--- src/rtl/seg7_capture.sv ---
// Reads back a multiplexed, active-low seven-segment bus and waits until each digit holds steady.
// It decodes each digit to a hex nibble and publishes a full frame once every digit has been seen.
module seg7_capture #(
  parameter int NUM_DIGITS    = 4,
  parameter int STABLE_CYCLES = 8
) (
  input  logic                    clk,
  input  logic                    rst,
  input  logic [7:0]              seg_in,
  input  logic [NUM_DIGITS-1:0]   an_in,
  output logic [4*NUM_DIGITS-1:0] value_out,
  output logic [NUM_DIGITS-1:0]   dp_out,
  output logic [NUM_DIGITS-1:0]   err_out,
  output logic                    digit_strobe,
  output logic                    frame_valid
);
  typedef enum logic [1:0] {WAIT, COUNT, HELD} state_t;

  localparam logic [7:0] STABLE = 8'(STABLE_CYCLES);

  state_t                  state, state_nx;
  logic [7:0]              cnt, cnt_nx;
  logic [NUM_DIGITS-1:0]   s_an, p_an, sel, captured;
  logic [7:0]              s_seg, p_seg;
  logic                    s_valid, s_same, accept, restart, frame_done, nib_ok;
  logic [3:0]              nib;
  logic [4*NUM_DIGITS-1:0] sh_val;
  logic [NUM_DIGITS-1:0]   sh_dp, sh_err;

  // A sample is valid when exactly one anode is driven low.
  assign sel        = ~s_an;
  assign s_valid    = (sel != '0) && ((sel & (sel - NUM_DIGITS'(1))) == '0);
  assign s_same     = (s_an == p_an) && (s_seg == p_seg);
  assign frame_done = &captured;

  always_comb begin
    nib    = 4'd0;
    nib_ok = 1'b1;
    case (s_seg[6:0])
      7'h40: nib = 4'h0;
      7'h79: nib = 4'h1;
      7'h24: nib = 4'h2;
      7'h30: nib = 4'h3;
      7'h19: nib = 4'h4;
      7'h12: nib = 4'h5;
      7'h02: nib = 4'h6;
      7'h78: nib = 4'h7;
      7'h00: nib = 4'h8;
      7'h18: nib = 4'h9;
      7'h08: nib = 4'hA;
      7'h03: nib = 4'hB;
      7'h46: nib = 4'hC;
      7'h21: nib = 4'hD;
      7'h06: nib = 4'hE;
      7'h0E: nib = 4'hF;
      default: nib_ok = 1'b0;
    endcase
  end

  always_comb begin
    state_nx = state;
    cnt_nx   = cnt;
    accept   = 1'b0;
    restart  = 1'b0;
    if (!s_valid) begin
      state_nx = WAIT;
      cnt_nx   = 8'd0;
    end else begin
      case (state)
        WAIT:  restart = 1'b1;
        COUNT: begin
          if (s_same) begin
            cnt_nx = cnt + 8'd1;
            if (cnt_nx == STABLE) begin
              accept   = 1'b1;
              state_nx = HELD;
            end
          end else begin
            restart = 1'b1;
          end
        end
        HELD:    restart = !s_same;
        default: state_nx = WAIT;
      endcase
      // A fresh pattern starts a new dwell; with a one-cycle dwell it is accepted at once.
      if (restart) begin
        cnt_nx = 8'd1;
        if (STABLE == 8'd1) begin
          accept   = 1'b1;
          state_nx = HELD;
        end else begin
          state_nx = COUNT;
        end
      end
    end
  end

  always_ff @(posedge clk) begin
    if (rst) begin
      s_an         <= '1;
      p_an         <= '1;
      s_seg        <= 8'hFF;
      p_seg        <= 8'hFF;
      state        <= WAIT;
      cnt          <= 8'd0;
      captured     <= '0;
      sh_val       <= '0;
      sh_dp        <= '0;
      sh_err       <= '0;
      value_out    <= '0;
      dp_out       <= '0;
      err_out      <= '0;
      digit_strobe <= 1'b0;
      frame_valid  <= 1'b0;
    end else begin
      s_an         <= an_in;
      s_seg        <= seg_in;
      p_an         <= s_an;
      p_seg        <= s_seg;
      state        <= state_nx;
      cnt          <= cnt_nx;
      digit_strobe <= accept;
      frame_valid  <= frame_done;
      if (frame_done) begin
        value_out <= sh_val;
        dp_out    <= sh_dp;
        err_out   <= sh_err;
      end
      // The clear for a completed frame happens first, so a same-cycle accept lands in the next frame.
      captured <= (frame_done ? '0 : captured) | (accept ? sel : '0);
      for (int i = 0; i < NUM_DIGITS; i++) begin
        if (accept && sel[i]) begin
          sh_val[4*i +: 4] <= nib_ok ? nib : 4'd0;
          sh_err[i]        <= !nib_ok;
          sh_dp[i]         <= ~s_seg[7];
        end
      end
    end
  end
endmodule
--- config.mk ---
export PLATFORM = sky130hd
export DESIGN_NAME = seg7_capture
export DESIGN_NICKNAME = d
export VERILOG_FILES = /design/src/rtl/seg7_capture.sv
export SDC_FILE = /design/constraint.sdc
export NUM_CORES = 1
export LEC_CHECK = 0
export BUFFER_PORTS_ARGS = -buffer_cell sky130_fd_sc_hd__buf_2
export CAP_MARGIN = 20
export CORE_MARGIN = 3
export CORE_UTILIZATION = 52
export CTS_CLUSTER_DIAMETER = 50
export CTS_CLUSTER_SIZE = 14
export DETAILED_ROUTE_END_ITERATION = 8
export PLACE_DENSITY = 0.75
export SKIP_CTS_REPAIR_TIMING = 1
export SYNTH_ARGS = -nofsm -noshare
export SYNTH_HDL_FRONTEND = slang
export SYNTH_SLANG_ARGS = --single-unit
--- constraint.sdc ---
create_clock -name clk -period 2.15 [get_ports clk]
set_input_delay 0.215 -clock clk [delete_from_list [all_inputs] [get_ports clk]]
set_output_delay 0.215 -clock clk [all_outputs]
set_load 0.01 [all_outputs]
==> metrics.cfg <==
[floorplan]
rows = 30
die_h_um = 90.7
core_um2 = 6870
top_level_ports = 40
die_w_um = 90.7
initial_utilization = 0.542
dieArea_um2 = 8220

[job]
drv_cap = 0

[timing]
finalCritPeriodShare = 0.930
clock_skew_ns = 0.0108
slew_violations = 0
fin_tns_setup_ns = 0
fin_crit_ns = 2.00
rsz0062_at_grt = false
tightest_slew_ns = 0.570
hold_violations = 0
relSlewSlack = 0.616
setup_viol = 0
fmax_mhz = 500

[critical_path]
end_kind = flop
rr_endpoint = sh_err[3]
max_stage_delay_ns = 0.42
worst-setup-path-type = flop to flop
crit_chain = and4_2 > nand3_2 > a2111oi_4 > buf_4 > nand3_1 > buf_4 > mux2i_1
crit_top_cell = buf_4
critical_path_depth = 7
r2r-start = cnt[2]
ff2ff_path_depth = 7
worstPathMaxFanout = 7
cp.arrival_ns = 2.24
r2r_slack_ns = 0.15
cp.required_ns = 2.39
path_buf_inv = 2
critPathSlowestCell = dfxtp_1
endpoint = sh_err[3]
startpoint = cnt[2]
crit_path_start_kind = flop
cp_top_family = simple AND/OR/NAND/NOR gates

[clock_network]
clockBufferDepth = 2
cts_tree = done
cts_sinks = 88
cts_made_buffers = 9
htreeDepth = 3
clock_latency_ns = 0.36
clockRootBuffer = clkbuf_8
clk_pin_slew_ns = 0.09

[synth]
synth-edff-count = 0
syn_avg_cell_area_um2 = 9.07
synth_cell_types = 50
synth_cells = 411
syn_nets = 426
dominantRegCellSynth = dfxtp_1
yosysSeqAreaShare = 0.473
async_reset_ff_frac = 0
ys.warnings.count = 0
ys_ff_latch = 88
syn_area_um2 = 3730

[global_route]
antenna_found_initial = 0
grt_pass1_wl_um = 12800
grt_pass1_vias = 2815
track_usage = 0.189
overflow = 0
grt_max_degree = 51

[layout]
ff_latch_area_um2 = 1760
instances_no_fill = 557
fillers = 582
final_common_cell = dfxtp_1
nNetsFinal = 471
synthToLayoutAreaGrowth_pct = 16.4
drive_above_1_share = 0.241
insertedDiodeCount = 0
layout_common_cells = dfxtp_1 (88), nand2_1 (59), buf_2 (39)
multi_input_area_um2 = 1860

[detailed_routing]
wire_per_inst_um = 13.6
route.detailed.drc = 0
drt-total-wl_um = 7570
drtAntennaViolNets = 0
routed_via_density = 5.37
first_iter_violations = 182
dr.pass1.iters = 4
vias = 2991

[placement]
io_buffers = 39
hpwl_um = 5230
routabilityCongestion = 0.859
dp_cells = 541

[power]
power_leakage_uw = 0.00174
peakVddDrop_uv = 424
p_per_area_nw_per_um2 = 725

[min_path]
hp-start = an_in[2]
min_path_type = primary input to flop

[run_status]
status = finished clean

-- state kept, by name, indices dropped and copies added (netlist names), 2 cells and up --
signal     count
cnt            8
sh_err         4
err_out        4
p_an           4
dp_out         4
s_an           4
sh_dp          4
state          2
captured       4
s_seg          8
sh_val        16
value_out     16
p_seg          8
-- power by group --
group,internal [uW],switching (uW)
Clock,669,605
Sequential,1650,17.2
Combinational,91.0,108
-- stage by stage --
| stage | worst slack (ns) | instance area [um^2] | total power, uW | hold WS [ns] | utilization |
|---|---|---|---|---|---|
| after global routing | 0.0120 | 4340 | 3260 | 0.0247 | 0.632 |
| after floorplan | 0.0880 | 3730 | 1840 | 0.319 | - |
| after global placement | 0.159 | 4100 | 1900 | 0.398 | 0.597 |
| after CTS | 0.114 | 4330 | 3170 | 0.0203 | 0.630 |
| final | 0.150 | 4340 | 3140 | 0.0355 | 0.632 |
| after detailed placement | 0.129 | 4100 | 1900 | 0.399 | 0.597 |
-- cell families after synthesis --
| family | count (synthesis) | share of synthesized area |
|---|---|---|
| DFF | 88 | 0.473 |
| adders and majority gates | 1 | 0.00336 |
| muxes | 26 | 0.0698 |
| AOI/OAI and AO/OA | 68 | 0.118 |
| and+or+nand+nor | 179 | 0.262 |
| buffers and inverters | 31 | 0.0312 |
| xor gates and xnor gates | 18 | 0.0423 |
-- worst min-delay path by stage --
stage | to | slack [ns] | cells past startpoint
CTS | s_seg[2] | 0.02 | 2
finish | s_an[2] | 0.04 | 2
global placement | s_seg[5] | 0.40 | 2
global route | s_seg[5] | 0.02 | 2
floorplan | s_an[0] | 0.32 | 1
detailed placement | s_an[1] | 0.40 | 2
-- final cells by class --
class | instances | share of cell area
clock inverters | 7 | 0.0231
well taps | 96 | 0.0277
repair buffers | 60 | 0.0813
clock buffers | 9 | 0.0286
inverters | 5 | 0.00433
flip-flops and latches | 88 | 0.406
multi-input cells | 292 | 0.429
-- metal layers --
layer  vias up  global-route usage  wire length [um]
li1       1509                   -                 -
met1      1395               0.253              3500
met2        77               0.301              3590
met3        10              0.0450               362
met4         0              0.0651               112
met5         -                   0                 0
-- worst register-to-register path, delay by kind of cell (launching register included) --
| family | cells | cell delay (ns) |
|---|---|---|
| compound gates | 1 | 0.40 |
| buf+inv | 2 | 0.43 |
| flops | 1 | 0.42 |
| mux | 1 | 0.14 |
| simple gates | 3 | 0.51 |
-- cell usage after synthesis, types with 2 or more instances --
library cell	count	area (um^2)
nor2b_1	2	12.5
and3_1	3	18.8
nor4_1	5	31.3
o31ai_1	2	15.0
a21oi_1	36	180
nand3b_1	2	15.0
a21boi_0	2	15.0
a32oi_1	2	17.5
nor4bb_1	2	20.0
a211oi_1	2	15.0
nand4_1	9	56.3
xnor2_1	18	158
or4_1	2	15.0
or3b_2	3	26.3
nor3_1	8	40.0
dfxtp_1	88	1760
nor3b_1	3	22.5
mux2i_1	26	260
o21ai_0	6	30.0
nand2b_1	26	163
inv_1	5	18.8
nor2_1	14	52.6
nand3_1	4	20.0
buf_1	2	7.51
clkbuf_1	24	90.1
or3_1	5	31.3
nand2_1	59	221
and4_1	2	17.5
or2_2	24	150
a21o_1	4	30.0
and2_1	2	12.5
(Power assumes the default switching activity.)
